[src/rtl/md5_pad_ctrl_if.sv]
// ============================================================================
//  md5_pad_ctrl_if : message stream, md5sum core and digest signals of the
//  MD5 padding front-end.   Rev 1.0
// ============================================================================
`default_nettype none

interface md5_pad_ctrl_if;
    logic [31:0] s_data;
    logic        s_valid;
    logic        s_last;
    logic [2:0]  s_bytes;
    logic        s_ready;
    logic        core_rst_n;
    logic        core_rdy;
    logic [31:0] core_msg;
    logic        core_write_en;
    logic        core_done;
    logic [31:0] core_a, core_b, core_c, core_d;
    logic [31:0] digest_a, digest_b, digest_c, digest_d;
    logic        digest_valid;
    logic        busy;
    logic        len_err;

    modport slave (
        input  s_data, s_valid, s_last, s_bytes, core_rdy, core_done,
               core_a, core_b, core_c, core_d,
        output s_ready, core_rst_n, core_msg, core_write_en,
               digest_a, digest_b, digest_c, digest_d, digest_valid, busy, len_err
    );

    modport master (
        output s_data, s_valid, s_last, s_bytes, core_rdy, core_done,
               core_a, core_b, core_c, core_d,
        input  s_ready, core_rst_n, core_msg, core_write_en,
               digest_a, digest_b, digest_c, digest_d, digest_valid, busy, len_err
    );
endinterface

`default_nettype wire

[src/rtl/md5_pad_ctrl.sv]
// ============================================================================
//  md5_pad_ctrl : pads a 32-bit little-endian word stream for MD5, feeds the
//  md5sum core block by block and presents the final digest.   Rev 1.0
// ============================================================================
`default_nettype none

module md5_pad_ctrl #(
    parameter int LEN_W      = 32,
    parameter int RST_CYCLES = 4
) (
    input  logic          clk,
    input  logic          rst_n,
    md5_pad_ctrl_if.slave bus
);

    localparam int RC_W = (RST_CYCLES > 1) ? $clog2(RST_CYCLES) : 1;

    typedef enum logic [1:0] {
        ST_CORE_RST  = 2'd0,
        ST_WAIT_RDY  = 2'd1,
        ST_FEED      = 2'd2,
        ST_WAIT_DONE = 2'd3
    } state_t;

    typedef enum logic [1:0] {
        PH_DATA = 2'd0,
        PH_PAD  = 2'd1,
        PH_FILL = 2'd2
    } phase_t;

    state_t            state_q, state_d;
    phase_t            phase_q, phase_d;
    logic [4:0]        wc_q, wc_d;
    logic [RC_W-1:0]   rcnt_q, rcnt_d;
    logic [LEN_W-1:0]  bytecnt_q, bytecnt_d;
    logic              defer_q, defer_d;
    logic              last_q, last_d;
    logic              we_q, we_d;
    logic [31:0]       msg_q, msg_d;
    logic [127:0]      dig_q, dig_d;
    logic              dv_q, dv_d;
    logic              busy_q, busy_d;
    logic              lerr_q, lerr_d;

    logic              ready;
    logic              emit;
    logic              pad_here;
    logic [2:0]        add;
    logic [31:0]       word;
    logic [4:0]        bsh;
    logic [LEN_W:0]    sum;
    logic [63:0]       len64;

    assign bsh   = {bus.s_bytes[1:0], 3'b000};
    assign len64 = {{(61-LEN_W){1'b0}}, bytecnt_q, 3'b000};
    assign sum   = {1'b0, bytecnt_q} + {{(LEN_W-2){1'b0}}, add};

    always_comb begin
        state_d   = state_q;
        phase_d   = phase_q;
        wc_d      = wc_q;
        rcnt_d    = rcnt_q;
        bytecnt_d = bytecnt_q;
        defer_d   = defer_q;
        last_d    = last_q;
        msg_d     = msg_q;
        dig_d     = dig_q;
        busy_d    = busy_q;
        lerr_d    = lerr_q;
        we_d      = 1'b0;
        dv_d      = 1'b0;
        ready     = 1'b0;
        emit      = 1'b0;
        pad_here  = 1'b0;
        add       = 3'd0;
        word      = 32'h0;

        unique case (state_q)
            ST_CORE_RST: begin
                if (rcnt_q == RC_W'(RST_CYCLES - 1)) begin
                    state_d   = ST_WAIT_RDY;
                    rcnt_d    = '0;
                    wc_d      = 5'd0;
                    phase_d   = PH_DATA;
                    bytecnt_d = '0;
                    defer_d   = 1'b0;
                    last_d    = 1'b0;
                    lerr_d    = 1'b0;
                end else begin
                    rcnt_d = rcnt_q + RC_W'(1);
                end
            end
            ST_WAIT_RDY: begin
                if (bus.core_rdy) state_d = ST_FEED;
            end
            ST_FEED: begin
                unique case (phase_q)
                    PH_DATA: begin
                        ready = 1'b1;
                        if (bus.s_valid) begin
                            emit   = 1'b1;
                            busy_d = 1'b1;
                            if (!bus.s_last) begin
                                word = bus.s_data;
                                add  = 3'd4;
                            end else if (bus.s_bytes[2]) begin
                                word    = bus.s_data;
                                add     = 3'd4;
                                phase_d = PH_PAD;
                            end else begin
                                // keep the valid low bytes, 0x80 marker right above them
                                word     = (bus.s_data & ((32'h1 << bsh) - 32'h1)) | (32'h80 << bsh);
                                add      = bus.s_bytes;
                                phase_d  = PH_FILL;
                                pad_here = 1'b1;
                            end
                        end
                    end
                    PH_PAD: begin
                        emit     = 1'b1;
                        word     = 32'h80;
                        phase_d  = PH_FILL;
                        pad_here = 1'b1;
                    end
                    default: begin
                        emit = 1'b1;
                        if (!defer_q && wc_q == 5'd14) begin
                            word = len64[31:0];
                        end else if (!defer_q && wc_q == 5'd15) begin
                            word   = len64[63:32];
                            last_d = 1'b1;
                        end
                    end
                endcase
                // marker too late for the length words: this block closes with zeros
                if (pad_here && wc_q >= 5'd14) defer_d = 1'b1;
                if (emit) begin
                    we_d  = 1'b1;
                    msg_d = word;
                    wc_d  = wc_q + 5'd1;
                    if (wc_q == 5'd15) state_d = ST_WAIT_DONE;
                end
            end
            default: begin
                if (bus.core_done) begin
                    if (last_q) begin
                        dig_d   = {bus.core_a, bus.core_b, bus.core_c, bus.core_d};
                        dv_d    = 1'b1;
                        busy_d  = 1'b0;
                        state_d = ST_CORE_RST;
                    end else begin
                        wc_d    = 5'd0;
                        defer_d = 1'b0;
                        state_d = ST_WAIT_RDY;
                    end
                end
            end
        endcase

        if (add != 3'd0) begin
            if (sum[LEN_W]) begin
                bytecnt_d = '1;
                lerr_d    = 1'b1;
            end else begin
                bytecnt_d = sum[LEN_W-1:0];
            end
        end
    end

    always_ff @(posedge clk) begin
        if (!rst_n) begin
            state_q   <= ST_CORE_RST;
            phase_q   <= PH_DATA;
            wc_q      <= 5'd0;
            rcnt_q    <= '0;
            bytecnt_q <= '0;
            defer_q   <= 1'b0;
            last_q    <= 1'b0;
            we_q      <= 1'b0;
            msg_q     <= 32'h0;
            dig_q     <= 128'h0;
            dv_q      <= 1'b0;
            busy_q    <= 1'b0;
            lerr_q    <= 1'b0;
        end else begin
            state_q   <= state_d;
            phase_q   <= phase_d;
            wc_q      <= wc_d;
            rcnt_q    <= rcnt_d;
            bytecnt_q <= bytecnt_d;
            defer_q   <= defer_d;
            last_q    <= last_d;
            we_q      <= we_d;
            msg_q     <= msg_d;
            dig_q     <= dig_d;
            dv_q      <= dv_d;
            busy_q    <= busy_d;
            lerr_q    <= lerr_d;
        end
    end

    assign bus.s_ready       = ready;
    assign bus.core_rst_n    = (state_q != ST_CORE_RST);
    assign bus.core_write_en = we_q;
    assign bus.core_msg      = msg_q;
    assign bus.digest_a      = dig_q[127:96];
    assign bus.digest_b      = dig_q[95:64];
    assign bus.digest_c      = dig_q[63:32];
    assign bus.digest_d      = dig_q[31:0];
    assign bus.digest_valid  = dv_q;
    assign bus.busy          = busy_q;
    assign bus.len_err       = lerr_q;

endmodule

`default_nettype wire

[src/flat_wrapper.sv]
// flat-port wrapper written by rule: the top's interface ports become plain ports
module md5_pad_ctrl_flat 
#(
    parameter int LEN_W      = 32,
    parameter int RST_CYCLES = 4
)
  (clk, rst_n, bus_s_data, bus_s_valid, bus_s_last, bus_s_bytes, bus_core_rdy, bus_core_done, bus_core_a, bus_core_b, bus_core_c, bus_core_d, bus_s_ready, bus_core_rst_n, bus_core_msg, bus_core_write_en, bus_digest_a, bus_digest_b, bus_digest_c, bus_digest_d, bus_digest_valid, bus_busy, bus_len_err);
  md5_pad_ctrl_if bus_i ();
  input  logic clk;
  input  logic rst_n;
  input wire logic [$bits(bus_i.s_data)-1:0] bus_s_data;
  input wire logic [$bits(bus_i.s_valid)-1:0] bus_s_valid;
  input wire logic [$bits(bus_i.s_last)-1:0] bus_s_last;
  input wire logic [$bits(bus_i.s_bytes)-1:0] bus_s_bytes;
  input wire logic [$bits(bus_i.core_rdy)-1:0] bus_core_rdy;
  input wire logic [$bits(bus_i.core_done)-1:0] bus_core_done;
  input wire logic [$bits(bus_i.core_a)-1:0] bus_core_a;
  input wire logic [$bits(bus_i.core_b)-1:0] bus_core_b;
  input wire logic [$bits(bus_i.core_c)-1:0] bus_core_c;
  input wire logic [$bits(bus_i.core_d)-1:0] bus_core_d;
  output wire logic [$bits(bus_i.s_ready)-1:0] bus_s_ready;
  output wire logic [$bits(bus_i.core_rst_n)-1:0] bus_core_rst_n;
  output wire logic [$bits(bus_i.core_msg)-1:0] bus_core_msg;
  output wire logic [$bits(bus_i.core_write_en)-1:0] bus_core_write_en;
  output wire logic [$bits(bus_i.digest_a)-1:0] bus_digest_a;
  output wire logic [$bits(bus_i.digest_b)-1:0] bus_digest_b;
  output wire logic [$bits(bus_i.digest_c)-1:0] bus_digest_c;
  output wire logic [$bits(bus_i.digest_d)-1:0] bus_digest_d;
  output wire logic [$bits(bus_i.digest_valid)-1:0] bus_digest_valid;
  output wire logic [$bits(bus_i.busy)-1:0] bus_busy;
  output wire logic [$bits(bus_i.len_err)-1:0] bus_len_err;
  assign bus_i.s_data = bus_s_data;
  assign bus_i.s_valid = bus_s_valid;
  assign bus_i.s_last = bus_s_last;
  assign bus_i.s_bytes = bus_s_bytes;
  assign bus_i.core_rdy = bus_core_rdy;
  assign bus_i.core_done = bus_core_done;
  assign bus_i.core_a = bus_core_a;
  assign bus_i.core_b = bus_core_b;
  assign bus_i.core_c = bus_core_c;
  assign bus_i.core_d = bus_core_d;
  assign bus_s_ready = bus_i.s_ready;
  assign bus_core_rst_n = bus_i.core_rst_n;
  assign bus_core_msg = bus_i.core_msg;
  assign bus_core_write_en = bus_i.core_write_en;
  assign bus_digest_a = bus_i.digest_a;
  assign bus_digest_b = bus_i.digest_b;
  assign bus_digest_c = bus_i.digest_c;
  assign bus_digest_d = bus_i.digest_d;
  assign bus_digest_valid = bus_i.digest_valid;
  assign bus_busy = bus_i.busy;
  assign bus_len_err = bus_i.len_err;
  md5_pad_ctrl #(.LEN_W(LEN_W), .RST_CYCLES(RST_CYCLES)) u_core (.clk(clk), .rst_n(rst_n), .bus(bus_i));
endmodule
[config.mk]
export PLATFORM = sky130hd
export DESIGN_NAME = md5_pad_ctrl_flat
export DESIGN_NICKNAME = d
export VERILOG_FILES = /design/src/rtl/md5_pad_ctrl_if.sv /design/src/rtl/md5_pad_ctrl.sv /design/src/flat_wrapper.sv
export SDC_FILE = /design/constraint.sdc
export NUM_CORES = 1
export LEC_CHECK = 0
export ABC_AREA = 1
export BUFFER_PORTS_ARGS = -buffer_cell sky130_fd_sc_hd__buf_2
export CAP_MARGIN = 20
export CORE_ASPECT_RATIO = 1.5
export CORE_MARGIN = 1
export CORE_UTILIZATION = 32
export CTS_CLUSTER_SIZE = 20
export DETAILED_ROUTE_END_ITERATION = 6
export GPL_ROUTABILITY_DRIVEN = 0
export PLACE_DENSITY = 0.64
export SKIP_CTS_REPAIR_TIMING = 1
export SLEW_MARGIN = 20
export SYNTH_ARGS = -nofsm -noshare
export SYNTH_HDL_FRONTEND = slang
export SYNTH_SLANG_ARGS = --single-unit
export TNS_END_PERCENT = 100
[constraint.sdc]
create_clock -name clk -period 6.64 [get_ports clk]
set_input_delay 0.664 -clock clk [delete_from_list [all_inputs] [get_ports clk]]
set_output_delay 0.664 -clock clk [all_outputs]
set_load 0.02 [all_outputs]
Word level (Yosys, flattened, before mapping)
Cells that the tools add are included.
Widths: inputs -> output; s select.
{"block": "word_totals", "regBits": 209, "input_bits": 169, "out_inout_bits": 166}
{"block": "classes", "n_addsub": 4, "magnitude_cmp": 1, "eq_ne": 20, "n_shift": 2, "mux": 64, "bitwise": 7, "reduce_logical": 29}
{"cell": "$mux 32", "n": 8}
{"cell": "$pmux 32 s2", "n": 1}
{"cell": "$add 32x3->33", "n": 1}
{"cell": "$and 32x32->32", "n": 1}
{"cell": "$or 32x32->32", "n": 1}
{"cell": "$shl 1x5->32 const A", "n": 1}
{"cell": "$shl 8x5->32 const A", "n": 1}
{"cell": "$sub 32x1->32 const B", "n": 1}
{"cell": "$reduce_and 5->1", "n": 6}
{"cell": "$mux 1", "n": 27}
{"cell": "$mux 2", "n": 10}
{"cell": "$mux 5", "n": 4}
{"cell": "$mux 3", "n": 6}
{"cell": "$pmux 5 s3", "n": 1}
{"cell": "$ne 3x3->1 const B", "n": 4}
{"cell": "$reduce_bool 2->1", "n": 6}
{"cell": "$eq 5x4->1 const B", "n": 2}
{"cell": "$ne 2x1->1 const B", "n": 5}
{"cell": "$ne 2x2->1 const B", "n": 5}
{"cell": "$pmux 2 s2", "n": 2}
{"cell": "$pmux 1 s2", "n": 3}
{"cell": "$pmux 2 s3", "n": 1}
{"cell": "$reduce_and 2->1", "n": 3}
{"cell": "$reduce_bool 3->1", "n": 2}
{"cell": "other kinds (15)", "n": 25}

Depth between registers and ports, before layout
{"block": "logic_depth", "ltp_word": 8, "ltp_mapped": 19}

Worst setup path after synthesis
Ideal clock, no wire load.
{"block": "synth_timing", "path_type": "input-to-reg", "from": "input bus_s_last", "to": "register u_core.bytecnt_q[23]", "setup_time_ns": 0.070, "arrival_ns": 2.547, "t_required_ns": 6.570, "path_slack_ns": 4.023, "cell_stages": 17, "n_path_buf": 1, "path_cell_list": "inv_1 > nor2_1 > nand3_1 > nor2_1 > ha_1 > fa_1 > nand2_2 > nand2_4 > nand2_4 > inv_4 > nand2_4 > nor2_4 > nand2_4 > buf_6 > nand3_2 > nand2_1 > a21oi_2"}
{"block": "synth_via", "elab_chain_cells": 7, "elab_cells_between_ends": 11, "cone_classes": "add/sub: 1; mux: 6; reduce/logical: 4"}
{"item": "start, declared", "line_no": "flat_wrapper.sv:13", "text": "input wire logic [$bits(bus_i.s_last)-1:0] bus_s_last;"}
{"item": "$mux 3 (*)", "line_no": "md5_pad_ctrl.sv:103", "text": "if (!bus.s_last) begin"}
{"item": "$mux 3 (*)", "line_no": "md5_pad_ctrl.sv:100", "text": "if (bus.s_valid) begin"}
{"item": "$mux 3 (*)", "line_no": "md5_pad_ctrl.sv:97", "text": "unique case (phase_q)"}
{"item": "$mux 3 (*)", "line_no": "md5_pad_ctrl.sv:78", "text": "unique case (state_q)"}
{"item": "$add 32x3->33 / $reduce_bool 3->1 (equally long branches)", "line_no": "md5_pad_ctrl.sv:56, md5_pad_ctrl.sv:160"}
{"item": "$mux 32 / $reduce_bool 2->1 (equally long branches)"}
{"item": "$mux 32 / $reduce_and 2->1 (equally long branches)"}
{"item": "end signal, assigned", "line_no": "md5_pad_ctrl.sv:190", "text": "bytecnt_q <= bytecnt_d;"}
{"item": "end, declared", "line_no": "md5_pad_ctrl.sv:35", "text": "logic [LEN_W-1:0] bytecnt_q, bytecnt_d;"}
Mark *: on every way between the ends. The rest lies on a longest branch, timed or not.
A chain may end at the register's enable or synchronous reset.

Worst setup path in the final report
{"block": "layout_timing", "from": "register u_core.state_q[0]", "to": "register u_core.bytecnt_q[14]"}
{"block": "layout_via", "elab_chain_cells": 5, "elab_cells_between_ends": 10, "cone_classes": "add/sub: 1; eq/ne: 1; mux: 3; reduce/logical: 5"}
{"item": "start, declared", "line_no": "md5_pad_ctrl.sv:31", "text": "state_t state_q, state_d;"}
{"item": "start signal, assigned", "line_no": "md5_pad_ctrl.sv:186", "text": "state_q <= state_d;"}
{"item": "$eq 2x2->1", "line_no": "md5_pad_ctrl.sv:78"}
{"item": "$mux 3", "line_no": "md5_pad_ctrl.sv:78"}
{"item": "$add 32x3->33 / $reduce_bool 3->1 (equally long branches)", "line_no": "md5_pad_ctrl.sv:56, md5_pad_ctrl.sv:160"}
{"item": "$mux 32 / $reduce_bool 2->1 (equally long branches)"}
{"item": "$mux 32 / $reduce_and 2->1 (equally long branches)"}
Parallel ways exist; a longest one is shown, timed or not.

==> impl_metrics.toml <==
[sta]
final-max-slew-violation-count = 0
worst_slack_ns = 3.51
final.setup_skew_ns = 0.0114
hold_viol_final = 0
setup-tns-final_ns = 0
period_share_pct = 47.2
worstMarginPinSlew_ns = 0.971
slew-limit-headroom_pct = 35.2
grt_setup_unrepaired = "false"
setup_viol = 0
fin_crit_ns = 3.13
max_freq_mhz = 319

[clocking]
numCtsBuffers = 22
cts_buffer_depth = 3
clock_latency_ns = 0.51
cts.clk_slew.worst_paths_ns = 0.07
cts-root-buf = "clkbuf_16"
cts_sinks = 209
htreeDepth = 1
cts_tree = "done"

[power_and_ir_drop]
netSwitchingFraction_pct = 31.1
leakagePower_nw = 5.32
p_clk_share_pct = 38.2
p_per_area_mw_per_mm2 = 261
internal_power_mw = 2.21
peakVddDrop_mv = 0.212
seqPwrFrac_pct = 42.4
combPwrFrac_pct = 19.4
switchingPower_mw = 0.997

[synth]
synth_top_area_share_pct = 42.9
yosys_warnings = 0
synth.cell_area_sq_mm = 0.00975
synth_top_area_cell = "dfxtp_1"
netlist_instances = 1339
synth_area_leaders = "dfxtp_1 43%, nand2_1 14%, nand3_1 8.5%"
synth_area_per_cell_sq_um = 7.28
synth_fp_nets = 1521
synth_cell_types = 42
yosysSeqAreaShare_pct = 42.9
yosys_register_bits = 209

[finish]
final_nets = 1801
finalNonFillerCells = 2032
fillers = 3120
syn2layout_area_growth_pct = 26.1
final_cell_mix = "359 x nand2_1, 333 x buf_2, 209 x dfxtp_1"
drive_gt1_share_pct = 28.3
final_common_cell = "nand2_1"

[route]
ant_nets = 0
totalWireLength_um = 33100
drt_iter0_drc = 482
detail_route.wl_per_cell_um = 16.3
dr.pass1.iters = 5
route.detailed.drc = 0
vias = 10016
viasPerCell = 4.93

[floorplanning]
num_rows = 77
coreArea_sq_mm = 0.0298
die_w_um = 145
dieArea_sq_mm = 0.0312
start_util_pct = 32.8
io_pins = 335
die_y_um = 216

[placed_design]
hpwl_um = 24500
pre_cts_ws_ns = 3.37
dp.cells = 1990
io_buffers = 334

[global_route]
grt_pass1_vias = 9123
grt_antenna_before_repair = 4
grt_pass1_wl_um = 48900
grt_max_degree = 99
grt_overflow = 0
grt_use_total_pct = 20.3

[flow_run]
maxCapViolCount = 0

[critical_path]
critPathArrivalTime_ns = 3.49
worst_setup_path_end_kind = "register"
r2r_slack_ns = 3.51
path_max_fanout = 30
cp.required_ns = 6.99
path_class = "reg -> reg"
start_kind = "register"

[outcome]
outcome = "completed"

[hold_path]
min-delay-path-class = "in -> reg"
[power groups by stage]
| stage | Combinational [mW] | Sequential, mW | Clock, mW |
|---|---|---|---|
| after global placement | 0.619 | 1.38 | 0 |
| final | 0.622 | 1.36 | 1.23 |
| after detailed placement | 0.626 | 1.39 | 0 |
| after floorplan | 0.373 | 1.42 | 0 |
| after CTS | 0.628 | 1.36 | 1.27 |
| after global routing | 0.690 | 1.37 | 1.32 |
[critical path: stages, from the launching register on]
cell,delay (ns)
dfxtp_1,0.33
inv_1,0.10
ha_1,0.49
inv_1,0.28
nor3_1,0.30
ha_1,0.34
nand2_2,0.13
nand2_4,0.07
nand2_4,0.08
inv_4,0.05
nand2_4,0.07
nor2_4,0.04
nand2_4,0.38
nand3_1,0.12
nand2_1,0.10
a21oi_2,0.06
[cells in the mapped netlist, drive strengths merged]
| cell | count |
|---|---|
| a21oi | 174 |
| clkbuf | 50 |
| nand3 | 192 |
| xor2 | 2 |
| dfxtp | 209 |
| ha | 12 |
| a31oi | 16 |
| nor2 | 90 |
| a31o | 1 |
| nand3b | 11 |
| fa | 1 |
| a211oi | 2 |
| nand2 | 373 |
| o21ai | 49 |
| o41ai | 1 |
| nand4 | 1 |
| buf | 34 |
| or2 | 1 |
| nor3 | 6 |
| o221ai | 6 |
| inv | 92 |
| o211ai | 12 |
| clkinv | 1 |
| o22ai | 3 |
[through the flow]
step | hold slack [ns] | util [%] | area [sq um] | total power, mW
after global routing | 0.394 | 41.3 | 12300 | 3.38
after CTS | 0.381 | 41.3 | 12300 | 3.26
after floorplan | 0.445 | - | 9750 | 1.80
after global placement | 0.446 | 38.9 | 11600 | 2.00
after detailed placement | 0.449 | 38.9 | 11600 | 2.01
final | 0.409 | 41.3 | 12300 | 3.21
[per-layer routing]
layer | vias up | routed length (um) | track usage (%)
met5 | - | 27 | 0
met2 | 338 | 16900 | 36.8
met3 | 67 | 2850 | 5.52
met1 | 4608 | 12100 | 21.3
li1 | 4999 | - | -
met4 | 4 | 1230 | 9.02
[state kept, by name (all words and copies together), names as in the netlist]
| name | cells |
|---|---|
| u_core.bus.core_msg | 32 |
| u_core.defer_q | 1 |
| u_core.bytecnt_q | 32 |
| u_core.rcnt_q | 2 |
| u_core.bus.core_write_en | 1 |
| u_core.state_q | 2 |
| u_core.dig_q | 128 |
| u_core.wc_q | 5 |
| u_core.phase_q | 2 |
| u_core.bus.busy | 1 |
| u_core.bus.digest_valid | 1 |
| u_core.last_q | 1 |
| u_core.bus.len_err | 1 |
[logic make-up (layout without fill, tap and decap cells)]
group                    Yosys count  in the layout  synth area share [%]
buffers and inverters            177            473                  7.79
XOR/XNOR                           2              2                 0.180
adder cells (fa/ha/maj)           13             13                  1.74
AO/OA/AOI/OAI                    264            264                  15.7
AND/OR/NAND/NOR                  674            674                  31.7
flip-flops                       209            209                  42.9
other                              0              2                     0
[final timing paths]
kind,from,end,depth (start not counted)
setup / recovery,u_core.state_q[0],u_core.bytecnt_q[14],15
hold / removal,bus_s_data[17],u_core.bus.core_msg[17],3
setup reg to reg,u_core.state_q[0],u_core.bytecnt_q[14],15
hold reg to reg,u_core.dig_q[56],u_core.dig_q[56],2
[area by class of cell]
cell class / instances / area (sq um) / area share (%)
diodes: 2 / 5.00 / 0.0407
flip-flops and latches: 209 / 4180 / 34.0
clock buffers: 30 / 632 / 5.14
clock inverters: 10 / 83.8 / 0.681
well taps: 395 / 494 / 4.02
repair buffers: 340 / 1720 / 14.0
inverters: 93 / 360 / 2.93
multi-input cells: 953 / 4820 / 39.2
No activity file was read; power rests on OpenSTA's default activity.
